### config.mk
export PLATFORM = sky130hd
export DESIGN_NAME = arb_2m1s_flat
export DESIGN_NICKNAME = d
export VERILOG_FILES = /design/src/rtl/arb_2m1s_pkg.sv /design/src/rtl/arb_2m1s_if.sv /design/src/rtl/arb_id_fifo.sv /design/src/rtl/arb_2m1s.sv /design/src/flat_wrapper.sv
export SDC_FILE = /design/constraint.sdc
export NUM_CORES = 1
export LEC_CHECK = 0
export ABC_AREA = 1
export ABC_CLOCK_PERIOD_IN_PS = 2000
export BUFFER_PORTS_ARGS = -buffer_cell sky130_fd_sc_hd__buf_2
export CAP_MARGIN = 20
export CORE_AREA = 8 8 116 118
export DETAILED_ROUTE_END_ITERATION = 10
export DIE_AREA = 0 0 124 126
export PLACE_DENSITY = 0.64
export SYNTH_ARGS = -nofsm -noshare
export SYNTH_HDL_FRONTEND = slang
export SYNTH_HIERARCHICAL = 1
export SYNTH_SLANG_ARGS = --single-unit
### constraint.sdc
create_clock -name clk_i -period 2 [get_ports clk_i]
set_input_delay 0.2 -clock clk_i [delete_from_list [all_inputs] [get_ports clk_i]]
set_output_delay 0.2 -clock clk_i [all_outputs]
set_load 0.02 [all_outputs]
### src/rtl/arb_2m1s_pkg.sv
`default_nettype none
// ============================================================================
// Module : arb_2m1s_pkg
// Brief  : Shared types and master-ID constants for the 2-master arbiter.
// Rev    : 1.0  initial release
// ============================================================================
package arb_2m1s_pkg;

    typedef logic [0:0] arb_mid_t;

    localparam arb_mid_t ARB_M0 = 1'b0;
    localparam arb_mid_t ARB_M1 = 1'b1;

endpackage
`default_nettype wire

### src/rtl/arb_2m1s_if.sv
`default_nettype none
// ============================================================================
// Module : MemSplit32
// Brief  : 32-bit req/ack memory bus with in-order read responses.
// Rev    : 1.0  initial release
// ============================================================================
interface MemSplit32;

    logic        req;
    logic        we;
    logic [31:0] addr;
    logic [3:0]  be;
    logic [31:0] wdata;
    logic        ack;
    logic        resp;
    logic [31:0] rdata;

    modport Master (
        output req, we, addr, be, wdata,
        input  ack, resp, rdata
    );

    modport Slave (
        input  req, we, addr, be, wdata,
        output ack, resp, rdata
    );

endinterface
`default_nettype wire

### src/rtl/arb_id_fifo.sv
`default_nettype none
// ============================================================================
// Module : arb_id_fifo
// Brief  : In-order FIFO of master IDs for reads awaiting a slave response.
// Rev    : 1.0  initial release
// ============================================================================
module arb_id_fifo
    import arb_2m1s_pkg::*;
#(
    parameter int  DEPTH = 4,
    parameter type T     = arb_mid_t
) (
    input  logic                       clk_i,
    input  logic                       rst_i,
    input  logic                       push,
    input  logic                       pop,
    input  T                           din,
    output T                           dout,
    output logic                       full,
    output logic                       empty,
    output logic [$clog2(DEPTH+1)-1:0] count
);

    localparam int PTR_W = $clog2(DEPTH);
    localparam int CNT_W = $clog2(DEPTH + 1);

    logic [PTR_W-1:0] r_wr_ptr;
    logic [PTR_W-1:0] r_rd_ptr;
    logic [CNT_W-1:0] r_count;
    T                 r_mem [DEPTH];

    logic w_do_push;
    logic w_do_pop;

    assign full      = (r_count == CNT_W'(DEPTH));
    assign empty     = (r_count == '0);
    assign count     = r_count;
    assign dout      = r_mem[r_rd_ptr];
    assign w_do_push = push && !full;
    assign w_do_pop  = pop && !empty;

    always_ff @(posedge clk_i or negedge rst_i) begin
        if (!rst_i) begin
            r_wr_ptr <= '0;
            r_rd_ptr <= '0;
            r_count  <= '0;
        end else begin
            if (w_do_push) r_wr_ptr <= r_wr_ptr + PTR_W'(1);
            if (w_do_pop)  r_rd_ptr <= r_rd_ptr + PTR_W'(1);
            case ({w_do_push, w_do_pop})
                2'b10:   r_count <= r_count + CNT_W'(1);
                2'b01:   r_count <= r_count - CNT_W'(1);
                default: r_count <= r_count;
            endcase
        end
    end

    // Storage carries no reset; only entries between the pointers are meaningful.
    always_ff @(posedge clk_i) begin
        if (w_do_push) r_mem[r_wr_ptr] <= din;
    end

endmodule
`default_nettype wire

### src/rtl/arb_2m1s.sv
`default_nettype none
// ============================================================================
// Module : arb_2m1s
// Brief  : Round-robin 2-master/1-slave MemSplit32 arbiter with read routing.
// Rev    : 1.0  initial release
// ============================================================================
module arb_2m1s
    import arb_2m1s_pkg::*;
#(
    parameter int RESP_DEPTH = 4
) (
    input  logic      clk_i,
    input  logic      rst_i,
    MemSplit32.Slave  m0,
    MemSplit32.Slave  m1,
    MemSplit32.Master s,
    output logic      resp_err_o
);

    localparam int CNT_W = $clog2(RESP_DEPTH + 1);

    logic        r_lock;
    arb_mid_t    r_lock_id;
    arb_mid_t    r_last_served;

    arb_mid_t    w_owner;
    arb_mid_t    w_head;
    logic        w_owner_req;
    logic        w_owner_we;
    logic [31:0] w_owner_addr;
    logic [3:0]  w_owner_be;
    logic [31:0] w_owner_wdata;
    logic        w_rd_block;
    logic        w_fwd;
    logic        w_push;
    logic        w_pop;
    logic        w_full;
    logic        w_empty;
    logic        w_resp_valid;
    logic [CNT_W-1:0] w_fifo_count;

    always_comb begin
        w_owner = ARB_M0;
        if (r_lock) begin
            w_owner = r_lock_id;
        end else if (m0.req && m1.req) begin
            w_owner = ~r_last_served;
        end else if (m1.req) begin
            w_owner = ARB_M1;
        end
    end

    always_comb begin
        w_owner_req   = m0.req;
        w_owner_we    = m0.we;
        w_owner_addr  = m0.addr;
        w_owner_be    = m0.be;
        w_owner_wdata = m0.wdata;
        if (w_owner == ARB_M1) begin
            w_owner_req   = m1.req;
            w_owner_we    = m1.we;
            w_owner_addr  = m1.addr;
            w_owner_be    = m1.be;
            w_owner_wdata = m1.wdata;
        end
    end

    // Full is judged on the registered count, so a same-cycle pop never lets a read through.
    assign w_rd_block = w_owner_req && !w_owner_we && w_full;
    // Reset forces the whole forward path quiet even while masters keep requesting.
    assign w_fwd      = rst_i && w_owner_req && !w_rd_block;

    assign s.req   = w_fwd;
    assign s.we    = w_fwd && w_owner_we;
    assign s.addr  = w_fwd ? w_owner_addr  : '0;
    assign s.be    = w_fwd ? w_owner_be    : '0;
    assign s.wdata = w_fwd ? w_owner_wdata : '0;

    assign m0.ack = w_fwd && s.ack && (w_owner == ARB_M0);
    assign m1.ack = w_fwd && s.ack && (w_owner == ARB_M1);

    assign w_push       = w_fwd && s.ack && !w_owner_we;
    assign w_pop        = s.resp && !w_empty;
    assign w_resp_valid = (w_fifo_count != '0);

    assign m0.resp  = w_resp_valid && (w_head == ARB_M0) && s.resp;
    assign m1.resp  = w_resp_valid && (w_head == ARB_M1) && s.resp;
    assign m0.rdata = (w_resp_valid && (w_head == ARB_M0)) ? s.rdata : '0;
    assign m1.rdata = (w_resp_valid && (w_head == ARB_M1)) ? s.rdata : '0;

    arb_id_fifo #(
        .DEPTH (RESP_DEPTH),
        .T     (arb_mid_t)
    ) u_fifo (
        .clk_i (clk_i),
        .rst_i (rst_i),
        .push  (w_push),
        .pop   (w_pop),
        .din   (w_owner),
        .dout  (w_head),
        .full  (w_full),
        .empty (w_empty),
        .count (w_fifo_count)
    );

    // Lock holds the owner while its request waits for ack, or while a read is stalled on full.
    always_ff @(posedge clk_i or negedge rst_i) begin
        if (!rst_i) begin
            r_lock        <= 1'b0;
            r_lock_id     <= ARB_M0;
            r_last_served <= ARB_M1;
            resp_err_o    <= 1'b0;
        end else begin
            r_lock    <= w_fwd ? !s.ack : w_rd_block;
            r_lock_id <= w_owner;
            if (w_fwd && s.ack) r_last_served <= w_owner;
            if (s.resp && w_empty) resp_err_o <= 1'b1;
        end
    end

endmodule
`default_nettype wire

### src/flat_wrapper.sv
// flat-port wrapper written by rule: the top's interface ports become plain ports
module arb_2m1s_flat import arb_2m1s_pkg::*;
#(
    parameter int RESP_DEPTH = 4
)
  (clk_i, rst_i, resp_err_o, m0_req, m0_we, m0_addr, m0_be, m0_wdata, m0_ack, m0_resp, m0_rdata, m1_req, m1_we, m1_addr, m1_be, m1_wdata, m1_ack, m1_resp, m1_rdata, s_req, s_we, s_addr, s_be, s_wdata, s_ack, s_resp, s_rdata);
  MemSplit32 m0_i ();
  MemSplit32 m1_i ();
  MemSplit32 s_i ();
  input  logic clk_i;
  input  logic rst_i;
  output logic resp_err_o;
  input wire logic [$bits(m0_i.req)-1:0] m0_req;
  input wire logic [$bits(m0_i.we)-1:0] m0_we;
  input wire logic [$bits(m0_i.addr)-1:0] m0_addr;
  input wire logic [$bits(m0_i.be)-1:0] m0_be;
  input wire logic [$bits(m0_i.wdata)-1:0] m0_wdata;
  output wire logic [$bits(m0_i.ack)-1:0] m0_ack;
  output wire logic [$bits(m0_i.resp)-1:0] m0_resp;
  output wire logic [$bits(m0_i.rdata)-1:0] m0_rdata;
  input wire logic [$bits(m1_i.req)-1:0] m1_req;
  input wire logic [$bits(m1_i.we)-1:0] m1_we;
  input wire logic [$bits(m1_i.addr)-1:0] m1_addr;
  input wire logic [$bits(m1_i.be)-1:0] m1_be;
  input wire logic [$bits(m1_i.wdata)-1:0] m1_wdata;
  output wire logic [$bits(m1_i.ack)-1:0] m1_ack;
  output wire logic [$bits(m1_i.resp)-1:0] m1_resp;
  output wire logic [$bits(m1_i.rdata)-1:0] m1_rdata;
  output wire logic [$bits(s_i.req)-1:0] s_req;
  output wire logic [$bits(s_i.we)-1:0] s_we;
  output wire logic [$bits(s_i.addr)-1:0] s_addr;
  output wire logic [$bits(s_i.be)-1:0] s_be;
  output wire logic [$bits(s_i.wdata)-1:0] s_wdata;
  input wire logic [$bits(s_i.ack)-1:0] s_ack;
  input wire logic [$bits(s_i.resp)-1:0] s_resp;
  input wire logic [$bits(s_i.rdata)-1:0] s_rdata;
  assign m0_i.req = m0_req;
  assign m0_i.we = m0_we;
  assign m0_i.addr = m0_addr;
  assign m0_i.be = m0_be;
  assign m0_i.wdata = m0_wdata;
  assign m0_ack = m0_i.ack;
  assign m0_resp = m0_i.resp;
  assign m0_rdata = m0_i.rdata;
  assign m1_i.req = m1_req;
  assign m1_i.we = m1_we;
  assign m1_i.addr = m1_addr;
  assign m1_i.be = m1_be;
  assign m1_i.wdata = m1_wdata;
  assign m1_ack = m1_i.ack;
  assign m1_resp = m1_i.resp;
  assign m1_rdata = m1_i.rdata;
  assign s_req = s_i.req;
  assign s_we = s_i.we;
  assign s_addr = s_i.addr;
  assign s_be = s_i.be;
  assign s_wdata = s_i.wdata;
  assign s_i.ack = s_ack;
  assign s_i.resp = s_resp;
  assign s_i.rdata = s_rdata;
  arb_2m1s #(.RESP_DEPTH(RESP_DEPTH)) u_core (.clk_i(clk_i), .rst_i(rst_i), .m0(m0_i), .m1(m1_i), .s(s_i), .resp_err_o(resp_err_o));
endmodule
* Word level (Yosys, flattened, before mapping)
Memories as Yosys holds them, arrays and structs flattened. Index checks and enable logic that the tools add are counted.
Word-level totals: bits in registers 11, bits in writable memories 4, bits of input ports 176, output and inout bits 139, logic and storage cells 61, memories 1
Memory list:
- u_core.u_fifo.r_mem | depth 4, width 1, read ports 1, clocked after memory_dff 0, wr ports 1, line arb_id_fifo.sv:30 | T r_mem [DEPTH];
Operators by class: add/sub/neg operators 4, eq/ne operators 3, multiplexer cells 17, bitwise operators 3, reductions and logical operators 26
Operators with widths (count):
- $mux W32 | 6
- $logic_and A1 B1 Y1 | 18
- $mux W1 | 8
- $mux W4 | 2
- $pmux W3 S2 | 1
- $logic_not A1 Y1 | 5
- $add A2 B1 Y2 const B | 2
- $add A3 B1 Y3 const B | 1
- $eq A3 B3 Y1 const B | 1
- $logic_not A3 Y1 | 1
- $not A1 Y1 | 3
- $reduce_bool A3 Y1 | 1
- $sub A3 B1 Y3 const B | 1
- $eq A2 B1 Y1 const B | 1
- $eq A2 B2 Y1 const B | 1
- $reduce_bool A2 Y1 | 1

* Depth between registers and ports, before layout
Gate-level depths: netlist of the first run.
depth in word-level cells 14, mapped depth 16, gate-level depth less buffers 16

* Cells and area by module
Netlist of the first run, hierarchy kept.
By module, submodules not included:
- arb_2m1s | times used 1, cells each 370, area an instance 1692.9 um^2, sequential area each 101.3 um^2
- arb_id_fifo | times used 1, cells each 73, area an instance 630.6 um^2, sequential area each 295.3 um^2

* Worst setup path before layout of the first run
OpenSTA, ideal clock, no wires.
path kind register -> register, start point register u_core.r_last_served, end point register u_core.u_fifo.r_count[1] (netlist: u_core/u_fifo/count[1]), setup time 0.083 ns, data arrival time 2.151 ns, data required time 1.917 ns, setup slack -0.233 ns, cell stages (with the launch flop) 12, buffers on the path 0, clock period less this slack 2.233 ns, path through dfstp_2 -> nand2_1 -> nand3_2 -> nand3_1 -> nand3_2 -> nand3_1 -> nor2_1 -> nand2_4 -> ha_1 -> inv_1 -> fa_1 -> o21ai_0
Between the ends: word-level cells in the longest chain between the ends 14, elaborated cells on any way between the ends 18, those cells by class 2 x eq/ne; 5 x mux; 1 x bitwise; 10 x reduce/logical
Ends and longest elaborated chain:
- start, declared | line arb_2m1s.sv:24 | arb_mid_t r_last_served;
- start signal, assigned | line arb_2m1s.sv:116 | if (w_fwd && s.ack) r_last_served <= w_owner;
- $not A1 Y1 * | line arb_2m1s.sv:47 | w_owner = ~r_last_served;
- $mux W1 * | line arb_2m1s.sv:46 | end else if (m0.req && m1.req) begin
- $mux W1 * | line arb_2m1s.sv:44 | if (r_lock) begin
- $mux W1 | line arb_2m1s.sv:59 | if (w_owner == ARB_M1) begin
- $logic_not A1 Y1 | line arb_2m1s.sv:69, arb_2m1s.sv:82
- $logic_and A1 B1 Y1 (2 in a row) | line arb_2m1s.sv:69 | assign w_rd_block = w_owner_req && !w_owner_we && w_full;
- $logic_not A1 Y1 | line arb_2m1s.sv:71 | assign w_fwd = rst_i && w_owner_req && !w_rd_block;
- $logic_and A1 B1 Y1 | line arb_2m1s.sv:71
- $logic_and A1 B1 Y1 | line arb_2m1s.sv:82 | assign w_push = w_fwd && s.ack && !w_owner_we;
- $logic_and A1 B1 Y1 * | line arb_2m1s.sv:82
- net u_core.w_push | line arb_2m1s.sv:35 | logic w_push;
- $logic_and A1 B1 Y1 * | line arb_id_fifo.sv:39 | assign w_do_push = push && !full;
- $eq A2 B1 Y1 or $eq A2 B2 Y1 (tied branches) | line arb_id_fifo.sv:50 | case ({w_do_push, w_do_pop})
- $pmux W3 S2 or $reduce_bool A2 Y1 (tied branches)
- end signal, assigned | line arb_id_fifo.sv:51 | 2'b10: r_count <= r_count + CNT_W'(1);
- end signal, assigned | line arb_id_fifo.sv:52 | 2'b01: r_count <= r_count - CNT_W'(1);
- end signal, assigned | line arb_id_fifo.sv:53 | default: r_count <= r_count;
- end, declared | line arb_id_fifo.sv:29 | logic [CNT_W-1:0] r_count;
Mark *: on every way through the listed nets, which the timed path passes. The rest lies on a longest branch. A chain may end at the register's enable or synchronous reset.

* Worst setup path after layout of the first run
start point register u_core.r_lock, end point output s_wdata[1]
Between the ends: word-level cells in the longest chain between the ends 8, elaborated cells on any way between the ends 11, those cells by class 5 x mux; 6 x reduce/logical
Ends and longest elaborated chain:
- start, declared | line arb_2m1s.sv:22 | logic r_lock;
- start signal, assigned | line arb_2m1s.sv:114 | r_lock <= w_fwd ? !s.ack : w_rd_block;
- $mux W1 * | line arb_2m1s.sv:44
- $mux W1 | line arb_2m1s.sv:59
- $logic_not A1 Y1 | line arb_2m1s.sv:69
- $logic_and A1 B1 Y1 (2 in a row) | line arb_2m1s.sv:69
- $logic_not A1 Y1 | line arb_2m1s.sv:71
- $logic_and A1 B1 Y1 | line arb_2m1s.sv:71
- $mux W32 * | line arb_2m1s.sv:77 | assign s.wdata = w_fwd ? w_owner_wdata : '0;
- end, declared | line flat_wrapper.sv:33 | output wire logic [$bits(s_i.wdata)-1:0] s_wdata;
Every way passes the cells marked *; elsewhere a longest branch is shown, timed or not.

==> results, run 1 <==
- In this run the cell area measured after placement is 4210 sq um.
- The flow ran to the end, but the final reports show violations.
- The total overflow left after global routing is 0.
- After the last flow step, the layout net total stands at 962.
- The number of port buffers is 314.
- The maximum number of buffers from clock root to sink is 2.
- The hold violation total from the final report is 0.
- In the global route stage, overall resource usage came out at 17.23%.
- In the routed design, unresolved DRC markers number 0.
- The cell area after synthesis is 2323 sq um.
- The wire-length estimate of the detail-placed layout is 11.57 mm.
- The initialized floorplan defines 40 standard-cell rows.
- TritonCTS built the clock tree.
- The number of nets with antenna violations after detailed routing is 0.
- The number of antenna violations at the first check in global routing is 5.
- Summing the sequential cell areas from Yosys gives 17.07% of the chip area.
- The share of cells above drive strength 1 is 59.95%.
- The number of global-route vias before repair is 3886.
- The final critical-path setup slack is -98.87 ps.
- The area of the die is 15620 sq um.
- For this run, the top clock speed supported by timing is 476.4 MHz.
- Clock tree synthesis inserted a total of 3 buffers.
- The initial core utilization is 19.84%.
- The latest clock arrival within the worst-skew pair is 250 ps.
- After synthesis, the mean cell area works out to 5.245 sq um.
- The layout filler cell count is 1162.
- The final layout contains routed wiring with a total length of 16.04 mm.
- The routed wirelength normalized by instance count is 17.30 microns.
- The tool flagged a number of max-cap violations equal to 0.
- For the worst setup path, the data required time is 1800 ps.
- After clock tree synthesis, the clock-pin slew on the worst setup and hold paths is 50 ps.
- Counting flops and latches in the post-synthesis netlist gives 15.
- Setup violations remaining at the end of the flow were counted as 67.
- The detail-routed via count per cell is 4.439.
- The clock skew after layout is 4.167 ps.
- The clock root buffer master is clkbuf_16.
- Along the worst path, the maximum fanout reaches 12.
- The analysis attributes to cell leakage a power of 0.003126 uW.
- The post-synthesis to final-layout area growth is 143.9%.
- The register cell area after layout is 396.6 sq um.
- The detailed router finished its first iteration with 153 violations.
- The total iterations of the first detailed-routing run is 6.
- The synthesized netlist net count is 625.
- Counting flops with an async set or reset pin after synthesis yields a share of 73.33%.
- Entering global routing, the biggest net connects 39 pins.
- For the worst setup path, the data arrival time is 1900 ps.
- The number of slew-limit violations in the final report is 0.
- The core box area is 11710 sq um.
- The slew at the pin closest to its max-slew limit is 187.3 ps.
- The number of top-level pins is 315.
- The power density normalized to cell area is 1196 nW/um^2.
- The checks that failed: setup timing.
- The first global-routing pass estimated 20.91 mm of wire.
- The final clock period utilization by the worst path is 104.9%.
- The startpoint type of the worst setup path is a flip-flop.
- Power comes to 6779 uW.
- The number of synthesized flops with an enable pin is 4.
- The total number of vias is 4115.
- The count of unique library cells instantiated by Yosys is 28.
- The multi-input gate area in the final layout is 2079 sq um.
- The critical path class is flip-flop to primary output.
- In the synthesized netlist, the number of instances is 443.
- The die boundary height is 126 microns.
- Measured against its own limit, the worst slew margin works out to 87.48%.
- Counting every sink on the clock net gives 15.
- The maximum level of the CTS H-tree is 1.
- The path class of the tightest hold or removal check is primary input to flip-flop.
- For this run, the leading register cell type out of synthesis is dfrtp_1.
- The minimum period implied by the final worst setup slack is 2099 ps.
- Setup repair after global routing could not meet its margin everywhere.
- After routing the design area is 5667 sq um.
- The Yosys step of the flow raised 6 warnings.
- The width of the chip is 124 microns.
- STA classifies the critical path endpoint as a primary output.
- The congestion estimate from routability-driven global placement came to 0.8179.
- Across the VDD grid, the largest voltage drop is 0.9018 mV.
stage by stage:
step	setup TNS [ps]	util, %	hold WS (ps)	instances	worst slack (ps)
2_1_floorplan	-75.05	-	-95.59	443	-38.64
3_3_place_gp	0	35.95	179.0	896	17.96
3_5_place_dp	-59.49	35.95	181.3	896	-37.68
4_1_cts	-3065	43.17	160.8	917	-77.37
5_1_grt	-8413	48.39	173.6	927	-177.3
6_report	-2157	48.39	163.4	927	-98.87
cell type report:
cell class	instances	area share, %
sequential	15	6.999
tap	147	3.246
clock inverter	1	0.08832
inverter	61	4.306
multi-input combinational	341	36.70
antenna	1	0.04416
clock buffer	3	1.325
timing repair buffer	358	47.30
path summary, 6_finish.rpt:
path                                      startpoint                   endpoint  slack (ps)  cells after the start
worst max-delay path                   u_core/r_lock                 s_wdata[1]        -100                     10
worst min-delay path                          s_resp          u_core/resp_err_o         160                      2
worst max register to register  u_core/r_last_served     u_core/u_fifo/count[2]         -30                     15
worst min register to register     u_core/resp_err_o          u_core/resp_err_o         450                      1
max in group asynchronous                      rst_i       u_core/r_last_served        1290                      3
min in group asynchronous                      rst_i  u_core/u_fifo/r_rd_ptr[0]         470                      3
power by group:
group | switching, uW | internal [uW]
clock network | 127 | 267
registers | 89.1 | 430
logic | 3470 | 2390
repair_timing:
| action | 4_1_cts | 5_1_grt |
|---|---|---|
| hold endpoints to repair | 10 | 0 |
| resized for setup | 148 | 103 |
| gates cloned | 8 | 7 |
| endpoints found under the setup margin | 72 | 75 |
| pin swaps | 12 | 5 |
| hold buffers | 1 | 0 |
| buffers inserted | 8 | 2 |
flip-flops by register name (all words and copies together) (netlist names):
name and flops:
u_core/u_fifo/r_rd_ptr 2, u_core/u_fifo/r_wr_ptr 2, u_core/u_fifo/count 3, u_core/r_lock 1
u_core/u_fifo/r_mem 4, u_core/r_last_served 1, u_core/r_lock_id 1, u_core/resp_err_o 1
layout by cell type (no fill, tap or decap), types with 2 or more instances in the layout:
cell type,count
a21oi_1,7
a21oi_2,40
a21oi_4,22
buf_12,9
buf_16,8
buf_2,244
buf_4,31
buf_6,56
buf_8,4
clkbuf_16,8
dfrtp_1,10
edfxtp_1,4
ha_1,4
inv_1,54
inv_2,5
nand2_1,147
nand2_2,16
nand2_4,4
nand2_8,2
nand3_1,4
nand3_2,4
nand3_4,4
nand4_1,2
nor2_1,72
nor2_4,3
o211ai_1,2
Yosys cell counts, types with 2 or more instances:
cell type | count | area share (%)
nor2_1 | 74 | 12
nand2_4 | 3 | 1.5
inv_2 | 5 | 0.81
inv_1 | 56 | 9.0
buf_4 | 3 | 0.97
nand3_2 | 4 | 1.7
nand4_1 | 2 | 0.54
edfxtp_1 | 4 | 5.2
buf_6 | 2 | 0.97
nand3_1 | 8 | 1.7
o211ai_1 | 2 | 0.65
a21oi_2 | 9 | 3.4
buf_2 | 11 | 2.4
ha_1 | 5 | 2.7
dfrtp_1 | 10 | 11
a21oi_1 | 60 | 13
nand2_1 | 163 | 26
nand2_2 | 2 | 0.54
clkbuf_1 | 11 | 1.8
cells by family (layout without fill, tap and decap cells):
group / after synthesis / in the layout / share of synthesized area, %
AOI/OAI and AO/OA: 73 / 73 / 17.50
xor gates and xnor gates: 1 / 1 / 0.3770
adders and majority gates: 6 / 6 / 3.554
buffers and inverters: 88 / 423 / 15.94
DFF: 15 / 15 / 17.07
other: 0 / 1 / 0
and+or+nand+nor: 260 / 261 / 45.56
layer usage:
metal	vias to the layer above	global-route usage (%)	wire (microns)
met2	237	33.02	8521
met3	26	6.345	1973
met4	4	6.723	393
met5	-	0	27
met1	1819	15.78	5124
li1	2029	-	-
worst max-delay path: stages, from the launching register on:
cell     delay (ps)
dfrtp_1         410
inv_2            80
nand3_4         110
nand3_2          90
nand2_2          70
nor2_4          130
buf_8           160
nand2_8         100
buf_8           170
a21oi_1         150
buf_4           170
Note: power is estimated with default switching activity, not from simulation.
==> run 2: changes to the inputs <==
--- a/config.mk
+++ b/config.mk
@@ -6,13 +6,14 @@
 export NUM_CORES = 1
 export LEC_CHECK = 0
 export ABC_AREA = 1
-export ABC_CLOCK_PERIOD_IN_PS = 2000
+export ABC_CLOCK_PERIOD_IN_PS = 2200
 export BUFFER_PORTS_ARGS = -buffer_cell sky130_fd_sc_hd__buf_2
 export CAP_MARGIN = 20
-export CORE_AREA = 8 8 116 118
+export CORE_AREA = 8 8 115 117
 export DETAILED_ROUTE_END_ITERATION = 10
-export DIE_AREA = 0 0 124 126
-export PLACE_DENSITY = 0.64
+export DIE_AREA = 0 0 123 125
+export PLACE_DENSITY = 0.63
+export REMOVE_ABC_BUFFERS = 1
 export SYNTH_ARGS = -nofsm -noshare
 export SYNTH_HDL_FRONTEND = slang
 export SYNTH_HIERARCHICAL = 1
==> constraint.sdc (replaced) <==
create_clock -name clk_i -period 2.2 [get_ports clk_i]
set_input_delay 0.22 -clock clk_i [delete_from_list [all_inputs] [get_ports clk_i]]
set_output_delay 0.22 -clock clk_i [all_outputs]
set_load 0.02 [all_outputs]
==> results, run 2 (same netlist as run 1, synthesis figures left out) <==
- The floorplan step set the die height to 125 microns.
- The slew at the pin closest to its max-slew limit is 434.9 ps.
- The share of power burned in combinational logic is 82.6%.
- The total number of vias is 3788.
- For this design the total switching power over the nets is 2786 uW.
- By startpoint and endpoint, the worst setup path is classified as flip-flop to flip-flop.
- For this block, the initial DRC count from the detailed router was 108.
- The detail-routed via count per cell is 4.204.
- Fill cells in the final layout number 1328.
- The length in cells of the worst reg-to-reg path is 15.
- The core box area is 11610 sq um.
- The die is 123 microns wide.
- Setup repair after global routing could not meet its margin everywhere.
- For this design, the slowest cell found on the critical path is dfstp_2.
- Registers are responsible for 10.0% of the overall power.
- For the finished layout, the period the worst path requires is 2141 ps.
- The register bank with the most flops is u_core/u_fifo/r_mem.
- Summed over all cells, the static leakage comes to 0.002758 uW.
- The largest net degree at the start of global routing is 76.
- At the end of routability-driven placement, the weighted congestion stood at 0.8565.
- The flop-to-flop setup slack is 60 ps.
- Counting stages on the worst path, the most repeated cell is nand2_1.
- Headroom to the max-slew limit came out at 71.01%.
- The leading cell type in the layout, fill and taps excluded is buf_2.
- STA classifies the critical path startpoint as a flip-flop.
- The count of maximum capacitance violations is 0.
- Along the worst path, the maximum fanout reaches 3.
- For this run, the top clock speed supported by timing is 467.1 MHz.
- In the layout the commonest cells are buf_2 (299), nand2_1 (163), nor2_1 (73).
- For the final routed database, the setup TNS stands at 0 ps.
- Setup violations remaining at the end of the flow were counted as 0.
- The type of the tightest min-delay check is primary input to flip-flop.
- CTS built an H-tree with a depth of 1.
- The clock network fraction of design power is 7.4%.
- After clock tree synthesis, the clock-pin slew on the worst setup and hold paths is 50 ps.
- The latest clock arrival within the worst-skew pair is 240 ps.
- For this run, the post-layout net count is 936.
- For this block, the routed nets add up to 13.78 mm of wire.
- Net switching is 59.72% of the power.
- Buffers placed on the I/O ports in this run total 314.
- The area of the die is 15380 sq um.
- The signal arrival time at the worst endpoint is 2270 ps.
- The endpoint class of the critical path is a flip-flop.
- The internal power contribution is 1879 uW.
- In this run the most critical hold path is launched from s_resp.
- For the worst setup path, the data required time is 2330 ps.
- For this run, the total global-route usage over all layers was measured as 16.01%.
- Detailed placement ended at an HPWL of 11.84 mm.
- The number of nets with antenna violations after detailed routing is 0.
- The startpoint identified for the worst register-to-register timing path is u_core/r_last_served.
- Counting every sink on the clock net gives 15.
- The first detailed-routing pass took 4 iterations.
- The root buffer cell chosen for the clock tree is clkbuf_16.
- The worst hold path terminates at u_core/resp_err_o.
- The share of cells above drive strength 1 is 49.00%.
- The routed wirelength normalized by instance count is 15.30 microns.
- Counting along the longest clock path gives a buffer depth of 2.
- The clock skew after layout is 2.256 ps.
- Walking the worst path, the cells encountered are nand2_1, nand3_4, nand2_4, nand2_1, nand3_2, nand3_2, nor2_4, nand2_4, ha_2, inv_2, fa_2, nand2_1, nand3_1, nand2_1, nand2_1.
- The highest cell delay on the worst timing path is 520 ps.
- The number of design rule violations left after detail routing is 0.
- The final clock period utilization by the worst path is 97.30%.
- The kind of cell adding the most delay to the critical path is simple AND/OR/NAND/NOR gates.
- The worst hold margin is 211.3 ps.
- The first global-routing pass estimated 19.38 mm of wire.
- The run finished with clean final reports.
- The post-synthesis to final-layout area growth is 85.57%.
- Dividing total power by cell area gives a power density of 1082 nW/um^2.
- The clock tree from TritonCTS is done.
- Along the worst hold path, the cell count comes to 2.
- The hold violation total from the final report is 0.
- The critical path buffer and inverter count is 1.
- The register with the most flip-flops in the layout has 4 of them.
- For this configuration, the core starts out at a cell density of 20.01%.
- The number of slew-limit violations in the final report is 0.
- 315 I/O pins were placed.
- In this run, CTS created clock tree buffers numbering 3.
- The worst voltage drop across the vdd grid is 0.8232 mV.
- The register cell area after layout is 396.6 sq um.
- The multi-input gate area in the final layout is 1615 sq um.
- The capture point of the worst reg-to-reg path is u_core/u_fifo/count[2].
- The number of global-route vias before repair is 3522.
- The floorplan has 40 rows.
- The number of antenna violations at the first check in global routing was 0.
- After global routing the overflow that remains totals 0.
==> run 2: cell types whose count changed in the layout (fill, tap and decap cells not counted), sizes merged <==
cell and delta:
buf -21, clkbuf -4, inv +1, clkinv -2
==> run 2: stage by stage <==
stage / std cells / setup slack [ps] / total power, uW / area, sq um / util, %
CTS: 898 / -9.663 / 4602 / 4174 / 35.95
global route: 900 / -18.50 / 5074 / 4309 / 37.11
finish: 901 / 59.35 / 4665 / 4312 / 37.13
floorplan: 416 / -393.8 / 2794 / 2182 / -
global placement: 893 / 43.27 / 4225 / 4070 / 35.05
detailed placement: 893 / -77.21 / 4227 / 4070 / 35.05
==> run 2: how the worst max path moves through the flow <==
| stage | start | endpoint | cells after the start |
|---|---|---|---|
| 2_1_floorplan | u_core/r_lock | u_core/u_fifo/count[1] | 12 |
| 3_3_place_gp | u_core/r_last_served | u_core/u_fifo/count[1] | 11 |
| 3_5_place_dp | u_core/r_last_served | u_core/u_fifo/count[1] | 11 |
| 4_1_cts | u_core/r_last_served | s_addr[30] | 9 |
| 5_1_grt | u_core/r_last_served | u_core/u_fifo/count[2] | 15 |
| 6_report | u_core/r_last_served | u_core/u_fifo/count[2] | 15 |
==> run 2: final cells by class <==
| class | count | area share, % |
|---|---|---|
| timing repair buffer | 332 | 41.82 |
| multi-input combinational | 341 | 37.46 |
| sequential | 15 | 9.199 |
| inverter | 61 | 5.369 |
| tap | 147 | 4.266 |
| clock buffer | 4 | 1.828 |
| antenna | 1 | 0.05804 |
==> run 2: power groups by stage <==
stage	sequential (uW)	combinational, uW	clock, uW
global placement	469	3760	0
floorplan	456	2340	0
finish	466	3850	347
detailed placement	470	3760	0
CTS	468	3780	358
global route	478	4230	371
==> run 2: routing by layer <==
layer	vias up	part of all wire [%]	GRT usage [%]
li1	1966	-	-
met5	-	0	0
met3	4	15	7.876
met4	0	0.99	3.118
met2	197	52	30.30
met1	1621	32	14.99
==> run 2: repair_timing <==
action                                  CTS  global route
pin swaps                                 0             3
setup buffers                             0             1
gates resized for setup                   5            33
gates cloned                              0             1
hold buffers                              1             0
hold endpoints to repair                 10             0
endpoints found under the setup margin   43            67
